<file path="src/rtl/mem_interface_if.sv">
// Bus, memory and handshake signals between the LC-3 datapath/control
// logic and the memory interface block. The slave view belongs to
// mem_interface. The master view belongs to whoever drives the bus and
// requests, and services the memory.
interface mem_interface_if;
    logic [15:0] bus_in;
    logic        LD_MAR;
    logic        LD_MDR;
    logic        MIO_EN;
    logic        MEM_RD;
    logic        MEM_WR;
    logic [15:0] mem_rdata;
    logic [15:0] MAR;
    logic [15:0] MDR;
    logic        R;
    logic [15:0] mem_addr;
    logic [15:0] mem_wdata;
    logic        mem_en;
    logic        mem_we;

    modport slave (
        input  bus_in, LD_MAR, LD_MDR, MIO_EN, MEM_RD, MEM_WR, mem_rdata,
        output MAR, MDR, R, mem_addr, mem_wdata, mem_en, mem_we
    );

    modport master (
        output bus_in, LD_MAR, LD_MDR, MIO_EN, MEM_RD, MEM_WR, mem_rdata,
        input  MAR, MDR, R, mem_addr, mem_wdata, mem_en, mem_we
    );
endinterface

</file>
<file path="src/rtl/mem_interface.sv">
// LC-3 memory interface: captures the datapath bus into MAR/MDR and runs
// fixed-latency read/write cycles against on-chip memory. R tells the
// control FSM that the access has finished. R stays high until both
// requests drop, so a held request cannot retrigger an access.
module mem_interface #(
    parameter int WAIT_CYCLES = 2
) (
    input  logic            Clk,
    input  logic            Reset,
    mem_interface_if.slave  mif
);
    localparam int            CW       = $clog2(WAIT_CYCLES + 1);
    localparam logic [CW-1:0] LAST_CNT = CW'(WAIT_CYCLES - 1);
    localparam logic [CW-1:0] ONE_CNT  = CW'(1);
    localparam logic [CW-1:0] ZERO_CNT = CW'(0);

    typedef enum logic [1:0] {
        IDLE    = 2'd0,
        RD_WAIT = 2'd1,
        WR_WAIT = 2'd2,
        DONE    = 2'd3
    } state_t;

    state_t        state_r;
    state_t        state_s;
    logic [CW-1:0] cnt_r;
    logic [15:0]   mar_r;
    logic [15:0]   mdr_r;
    logic [15:0]   rdata_r;
    logic          last_s;
    logic          mem_en_s;
    logic          mem_we_s;
    logic          ready_s;

    assign last_s = (cnt_r == LAST_CNT);

    // State register; reset aborts any access in flight.
    always_ff @(posedge Clk) begin
        if (Reset) begin
            state_r <= IDLE;
        end else begin
            state_r <= state_s;
        end
    end

    // Next-state logic: write has priority over read, and DONE waits for both requests to drop.
    always_comb begin
        state_s = state_r;
        case (state_r)
            IDLE: begin
                if (mif.MEM_WR) begin
                    state_s = WR_WAIT;
                end else if (mif.MEM_RD) begin
                    state_s = RD_WAIT;
                end else begin
                    state_s = IDLE;
                end
            end
            RD_WAIT: begin
                if (last_s) begin
                    state_s = DONE;
                end else begin
                    state_s = RD_WAIT;
                end
            end
            WR_WAIT: begin
                if (last_s) begin
                    state_s = DONE;
                end else begin
                    state_s = WR_WAIT;
                end
            end
            DONE: begin
                if (!mif.MEM_RD && !mif.MEM_WR) begin
                    state_s = IDLE;
                end else begin
                    state_s = DONE;
                end
            end
            default: begin
                state_s = IDLE;
            end
        endcase
    end

    // Moore output decode; the outputs depend only on the state register.
    always_comb begin
        mem_en_s = 1'b0;
        mem_we_s = 1'b0;
        ready_s  = 1'b0;
        case (state_r)
            IDLE: begin
                mem_en_s = 1'b0;
            end
            RD_WAIT: begin
                mem_en_s = 1'b1;
            end
            WR_WAIT: begin
                mem_en_s = 1'b1;
                mem_we_s = 1'b1;
            end
            DONE: begin
                ready_s = 1'b1;
            end
            default: begin
                ready_s = 1'b0;
            end
        endcase
    end

    // Wait counter: IDLE holds it at zero so every access starts counting from zero.
    always_ff @(posedge Clk) begin
        if (Reset) begin
            cnt_r <= ZERO_CNT;
        end else begin
            case (state_r)
                RD_WAIT, WR_WAIT: cnt_r <= cnt_r + ONE_CNT;
                default:          cnt_r <= ZERO_CNT;
            endcase
        end
    end

    // Datapath registers: read-data capture on the last read cycle, and MAR/MDR loads frozen while memory uses them.
    always_ff @(posedge Clk) begin
        if (Reset) begin
            rdata_r <= 16'h0000;
            mar_r   <= 16'h0000;
            mdr_r   <= 16'h0000;
        end else begin
            if ((state_r == RD_WAIT) && last_s) begin
                rdata_r <= mif.mem_rdata;
            end
            if (mif.LD_MAR && (state_r != RD_WAIT) && (state_r != WR_WAIT)) begin
                mar_r <= mif.bus_in;
            end
            if (mif.LD_MDR && (state_r != WR_WAIT)) begin
                mdr_r <= mif.MIO_EN ? rdata_r : mif.bus_in;
            end
        end
    end

    assign mif.MAR       = mar_r;
    assign mif.MDR       = mdr_r;
    assign mif.mem_addr  = mar_r;
    assign mif.mem_wdata = mdr_r;
    assign mif.R         = ready_s;
    assign mif.mem_en    = mem_en_s;
    assign mif.mem_we    = mem_we_s;
endmodule

</file>
<file path="src/flat_wrapper.sv">
// flat-port wrapper written by rule: the top's interface ports become plain ports
module mem_interface_flat 
#(
    parameter int WAIT_CYCLES = 2
)
  (Clk, Reset, mif_bus_in, mif_LD_MAR, mif_LD_MDR, mif_MIO_EN, mif_MEM_RD, mif_MEM_WR, mif_mem_rdata, mif_MAR, mif_MDR, mif_R, mif_mem_addr, mif_mem_wdata, mif_mem_en, mif_mem_we);
  mem_interface_if mif_i ();
  input  logic Clk;
  input  logic Reset;
  input wire logic [$bits(mif_i.bus_in)-1:0] mif_bus_in;
  input wire logic [$bits(mif_i.LD_MAR)-1:0] mif_LD_MAR;
  input wire logic [$bits(mif_i.LD_MDR)-1:0] mif_LD_MDR;
  input wire logic [$bits(mif_i.MIO_EN)-1:0] mif_MIO_EN;
  input wire logic [$bits(mif_i.MEM_RD)-1:0] mif_MEM_RD;
  input wire logic [$bits(mif_i.MEM_WR)-1:0] mif_MEM_WR;
  input wire logic [$bits(mif_i.mem_rdata)-1:0] mif_mem_rdata;
  output wire logic [$bits(mif_i.MAR)-1:0] mif_MAR;
  output wire logic [$bits(mif_i.MDR)-1:0] mif_MDR;
  output wire logic [$bits(mif_i.R)-1:0] mif_R;
  output wire logic [$bits(mif_i.mem_addr)-1:0] mif_mem_addr;
  output wire logic [$bits(mif_i.mem_wdata)-1:0] mif_mem_wdata;
  output wire logic [$bits(mif_i.mem_en)-1:0] mif_mem_en;
  output wire logic [$bits(mif_i.mem_we)-1:0] mif_mem_we;
  assign mif_i.bus_in = mif_bus_in;
  assign mif_i.LD_MAR = mif_LD_MAR;
  assign mif_i.LD_MDR = mif_LD_MDR;
  assign mif_i.MIO_EN = mif_MIO_EN;
  assign mif_i.MEM_RD = mif_MEM_RD;
  assign mif_i.MEM_WR = mif_MEM_WR;
  assign mif_i.mem_rdata = mif_mem_rdata;
  assign mif_MAR = mif_i.MAR;
  assign mif_MDR = mif_i.MDR;
  assign mif_R = mif_i.R;
  assign mif_mem_addr = mif_i.mem_addr;
  assign mif_mem_wdata = mif_i.mem_wdata;
  assign mif_mem_en = mif_i.mem_en;
  assign mif_mem_we = mif_i.mem_we;
  mem_interface #(.WAIT_CYCLES(WAIT_CYCLES)) u_core (.Clk(Clk), .Reset(Reset), .mif(mif_i));
endmodule
</file>
<file path="config.mk">
export PLATFORM = sky130hd
export DESIGN_NAME = mem_interface_flat
export DESIGN_NICKNAME = d
export VERILOG_FILES = /design/src/rtl/mem_interface_if.sv /design/src/rtl/mem_interface.sv /design/src/flat_wrapper.sv
export SDC_FILE = /design/constraint.sdc
export NUM_CORES = 1
export LEC_CHECK = 0
export CAP_MARGIN = 20
export CORE_UTILIZATION = 35
export DETAILED_ROUTE_END_ITERATION = 10
export GPL_TIMING_DRIVEN = 0
export PLACE_DENSITY = 0.7
export REMOVE_ABC_BUFFERS = 1
export SKIP_CTS_REPAIR_TIMING = 1
export SYNTH_ARGS = -nofsm -noshare
export SYNTH_HDL_FRONTEND = slang
export SYNTH_SLANG_ARGS = --single-unit
</file>
<file path="constraint.sdc">
create_clock -name Clk -period 1.9 [get_ports Clk]
set_input_delay 0.57 -clock Clk [delete_from_list [all_inputs] [get_ports Clk]]
set_output_delay 0.57 -clock Clk [all_outputs]
set_load 0.03 [all_outputs]
</file>
After elaboration in Yosys (flattened, before gate mapping) --
Cells that the tools add are included.
Cells by class: equal/unequal tests 6, bitwise logic cells 1, $add $sub $neg 1, muxes and demuxes 10, reductions and logical operators 10
Operator list (number):
- $mux 16 | 1
- $pmux 2 s4 | 1
- $mux 2 | 3
- $logic_and 1x1->1 | 5
- $mux 1 | 5
- $eq 2x1->1 const B | 2
- $eq 2x2->1 const B | 2
- $reduce_or 2->1 | 2
- $add 2x1->2 const B | 1
- $logic_not 1->1 | 2
- $logic_not 2->1 | 1
- $ne 2x1->1 const B | 1
- $ne 2x2->1 const B | 1
- $not 1->1 | 1
Word-level totals: logic and storage cells 33, flip-flop bits (word level) 52, output and inout port bits 67, input bits 39

Longest topological paths before layout --
Gate-level depths: netlist (run 1).
depth in word-level cells 4, mapped depth 7, mapped depth without buffers 5

Least setup slack after synthesis (run 1) --
No wires, ideal clock.
kind register to register, from register u_core.state_r[0], to register u_core.mar_r[10], in the netlist u_core.mif.MAR[10], path slack 228 ps, arrival 1540 ps, required time 1768 ps, cell stages (with the launch flop) 8, setup time 132 ps, path buffers 2, period minus slack after synthesis 1672 ps, cell sequence dfxtp_1 inv_1 ha_1 or3b_1 buf_6 buf_6 nand2_1 a21oi_1
On the way: longest elaborated chain between the ends 3, elaborated cells between the ends (all ways) 4, those cells by class eq/ne (2); reduce/logical (2)
RTL lines:
- from (decl) | RTL line mem_interface.sv:24 | state_t state_r;
- from (signal assigned) | RTL line mem_interface.sv:42 | state_r <= state_s;
- $ne 2x1->1 | RTL line mem_interface.sv:133 | if (mif.LD_MAR && (state_r != RD_WAIT) && (state_r != WR_WAIT)) begin
- $logic_and 1x1->1 | RTL line mem_interface.sv:133
- $logic_and 1x1->1 * | RTL line mem_interface.sv:133
- to (signal assigned) | RTL line mem_interface.sv:134 | mar_r <= mif.bus_in;
- to (decl) | RTL line mem_interface.sv:27 | logic [15:0] mar_r;
Every way passes the cells marked *; elsewhere a longest branch is shown, timed or not. A chain may end at the register's enable or synchronous reset.

Worst setup path in the final report (run 1) --
from register u_core.state_r[0], to output mif_mem_we
On the way: longest elaborated chain between the ends 2
RTL lines:
- $eq 2x2->1 | RTL line mem_interface.sv:91 | case (state_r)
- $mux 1 | RTL line mem_interface.sv:91
- to (decl) | RTL line flat_wrapper.sv:23 | output wire logic [$bits(mif_i.mem_we)-1:0] mif_mem_we;
Every way passes these cells.

==> results of run 1 <==
-- registers in the layout, indices dropped and copies added, names as in the netlist --
register	count
u_core.cnt_r	2
u_core.mif.MAR	16
u_core.state_r	2
u_core.mif.MDR	16
u_core.rdata_r	16
-- final cells by class --
| class | count | area, um^2 | share of cell area (%) |
|---|---|---|---|
| clock buffers | 6 | 72.57 | 2.126 |
| clock inverters | 2 | 35.03 | 1.026 |
| inverters | 3 | 11.26 | 0.3299 |
| multi-input cells | 168 | 925.9 | 27.13 |
| flip-flops and latches | 52 | 1041 | 30.50 |
| well taps | 77 | 96.34 | 2.823 |
| repair buffers | 107 | 1231 | 36.07 |
-- cells by family after synthesis --
family                   after synthesis  share of synthesized area [%]
buffers and inverters                 53                          15.46
AND/OR/NAND/NOR                       94                          16.60
flip-flops                            52                          44.97
adder cells (fa/ha/maj)                5                          2.703
AO/OA/AOI/OAI                         53                          13.35
multiplexers                          16                          6.919
-- cell usage in the layout, fill, tap and decap left out, types with 2 or more instances in the layout --
cell / synthesis / final
a21oi_1: 34 / 34
dfxtp_1: 52 / 52
ha_1: 5 / 5
mux2i_1: 16 / 16
clkbuf_2: 1 / 2
inv_1: 3 / 3
clkdlybuf4s50_1: 0 / 36
dlymetal6s2s_1: 0 / 66
clkbuf_8: 0 / 5
nand2b_1: 2 / 2
o21ai_0: 2 / 2
buf_8: 0 / 2
a211oi_1: 16 / 16
nand2_1: 64 / 64
nor2_1: 21 / 21
-- metrics by stage --
step	hold WS [ps]	cells	power, uW	setup slack, ps	instance area [um^2]
6_report	435.5	415	2996	33.85	3413
5_1_grt	452.6	415	3137	-62.42	3413
4_1_cts	445.9	415	3056	-401.4	3251
3_5_place_dp	432.9	407	2319	-422.5	3143
3_3_place_gp	408.0	405	2290	-1317	3115
2_1_floorplan	398.2	223	1817	-352.8	1968
-- worst max path at each step --
stage	to	slack [ps]	cells past startpoint
CTS	mif_mem_we	-400	3
global route	mif_mem_we	-60	3
floorplan	u_core.mif.MDR[0]	-350	5
global placement	u_core.mif.MDR[1]	-1320	4
detailed placement	u_core.mif.MDR[2]	-420	3
finish	mif_mem_we	30	3
-- power by group through the flow --
stage / clock network, uW / registers, uW / logic, uW
2_1_floorplan: 0 / 1560 / 258
3_3_place_gp: 0 / 1270 / 1020
3_5_place_dp: 0 / 1280 / 1040
4_1_cts: 760 / 1250 / 1040
5_1_grt: 797 / 1260 / 1080
6_report: 743 / 1240 / 1010
-- per-layer routing --
| layer | up-vias | wire [um] | track usage, % | share of wire [%] |
|---|---|---|---|---|
| met5 | - | 0 | 0 | 0 |
| met4 | 0 | 40 | 3.292 | 0.72 |
| met3 | 7 | 364 | 3.678 | 6.6 |
| met2 | 65 | 2688 | 26.60 | 48 |
| met1 | 908 | 2462 | 19.84 | 44 |
| li1 | 997 | - | - | - |
==> qor.txt, run 1 <==
Outcome - completed
RSZ-0062 raised after global routing - true
Vias - 1977
Switch share - 33.65%
Final setup viols - 0
Core box area - 0.006350 mm^2
Final slew viol count - 0
Netlist cell types - 22
Synth warn - 0
Worst-case reg-to-reg path depth - 6
Share of post-route cells with drive strength above 1 - 4.734%
Worst hold path type - register to register
Top cells by count, synth - nand2_1, dfxtp_1, buf_4
Leakage - 0.002252 uW
Crit-path cells - inv_1, ha_1, clkbuf_2
Worst r2r dst - u_core.mif.MAR[2]
Die X - 83.33 um
Syn avg cell area - 8.479 um^2
Die area - 0.006943 mm^2
Final hold violations - 0
Netlist Area Pre-Place - 0.002315 mm^2
Clk slew on worst S/H paths - 90 ps
Sequential Power Share - 41.5%
Routed WL - 5555 um
Int Pwr - 1988 uW
Setup crit start kind - register
Register area share after synthesis - 44.97%
Port bufs - 105
Gate Count Post-Synth - 273
Number of max-cap violations - 0
Combinational share of power - 33.7%
Final nets - 381
Reg2Reg Setup Slack - 140 ps
First-pass iteration count of the detailed router - 4
Initial Util - 36.45%
Skew final - 5.182 ps
Worst-skew pair later-pin latency - 300 ps
Power Dens Cells - 877.9 mW/mm^2
Core Util, Final - 53.75%
Post-synthesis async set-or-reset flop share - 0%
DRT iter0 DRCs - 50
Ports - 106
Cell row count - 29
Critical Path RT - 1330 ps
Gr ovfl total - 0
Clock buffer depth - 2
Register bit count reported by yosys - 52
Crit. Startpoint - u_core.state_r[0]
H-tree depth - 2
CP Buf/Inv Count - 2
Final Cycle Share - 98.22%
Fin crit period - 1866 ps
# DRC - 0
Most common flop cell mapped by yosys - dfxtp_1
Antenna violations before repair - 0
Max Fclk - 535.9 MHz
Hold depth - 1
Most numerous cell in the Yosys netlist - nand2_1
Area contributors post-synth - dfxtp_1, buf_4, nand2_1
Clock power frac - 24.8%
Synth area leader - dfxtp_1
Fill count - 605
VDD IR max - 0.3793 mV
Hold EP - u_core.cnt_r[0]
Worst relative slew slack - 28.76%
Layout area overhead - 47.46%
TritonCTS Sinks - 52
Critical hold path startpoint - u_core.cnt_r[0]
FF-to-FF Start - u_core.state_r[0]
Worst setup path category - register to output pin
Die height - 83.33 um
Sw Pwr - 1008 uW
GRT Overall Usage - 15.53%
Setup TNS Final - 0 ps
Clock root buffer - clkbuf_8
CTS tree - built
Number of synthesized flops with an enable pin - 0
CTS Buf Count - 5
Crit-path max FO - 6
CP max stage delay - 340 ps
Largest net degree at the start of global routing - 52
Wire per inst - 13.39 um
Via density - 4.764
Routed Antenna Nets - 0
Routability cong. - 0.6664
Final HPWL DP - 3712 um
CP Capture Type - output pin
Slew @ Worst Pin - 1067 ps
Vias in the first global route - 1787
Worst Path Arrival - 1300 ps
Top-area cell type share of the netlist area - 44.97%
Top delay family on crit path - buffers and inverters
Slowest-stage cell, CP - dfxtp_1
ANT cells - 0
First-pass GRT wire length - 8721 um
Power figures use the tool's default switching activity.
==> run 2, diff against run 1 <==
--- a/config.mk
+++ b/config.mk
@@ -7,6 +7,7 @@
 export LEC_CHECK = 0
 export CAP_MARGIN = 20
 export CORE_UTILIZATION = 35
+export CTS_CLUSTER_SIZE = 24
 export DETAILED_ROUTE_END_ITERATION = 10
 export GPL_TIMING_DRIVEN = 0
 export PLACE_DENSITY = 0.7
==> results of run 2 <==
Final layout, timing and power as in run 1 (identical DEF).
==> run 3, diff against run 2 <==
--- a/config.mk
+++ b/config.mk
@@ -5,6 +5,7 @@
 export SDC_FILE = /design/constraint.sdc
 export NUM_CORES = 1
 export LEC_CHECK = 0
+export ABC_CLOCK_PERIOD_IN_PS = 1900
 export CAP_MARGIN = 20
 export CORE_UTILIZATION = 35
 export CTS_CLUSTER_SIZE = 24
==> results of run 3 <==
Final layout, timing and power as in run 1 (identical DEF).
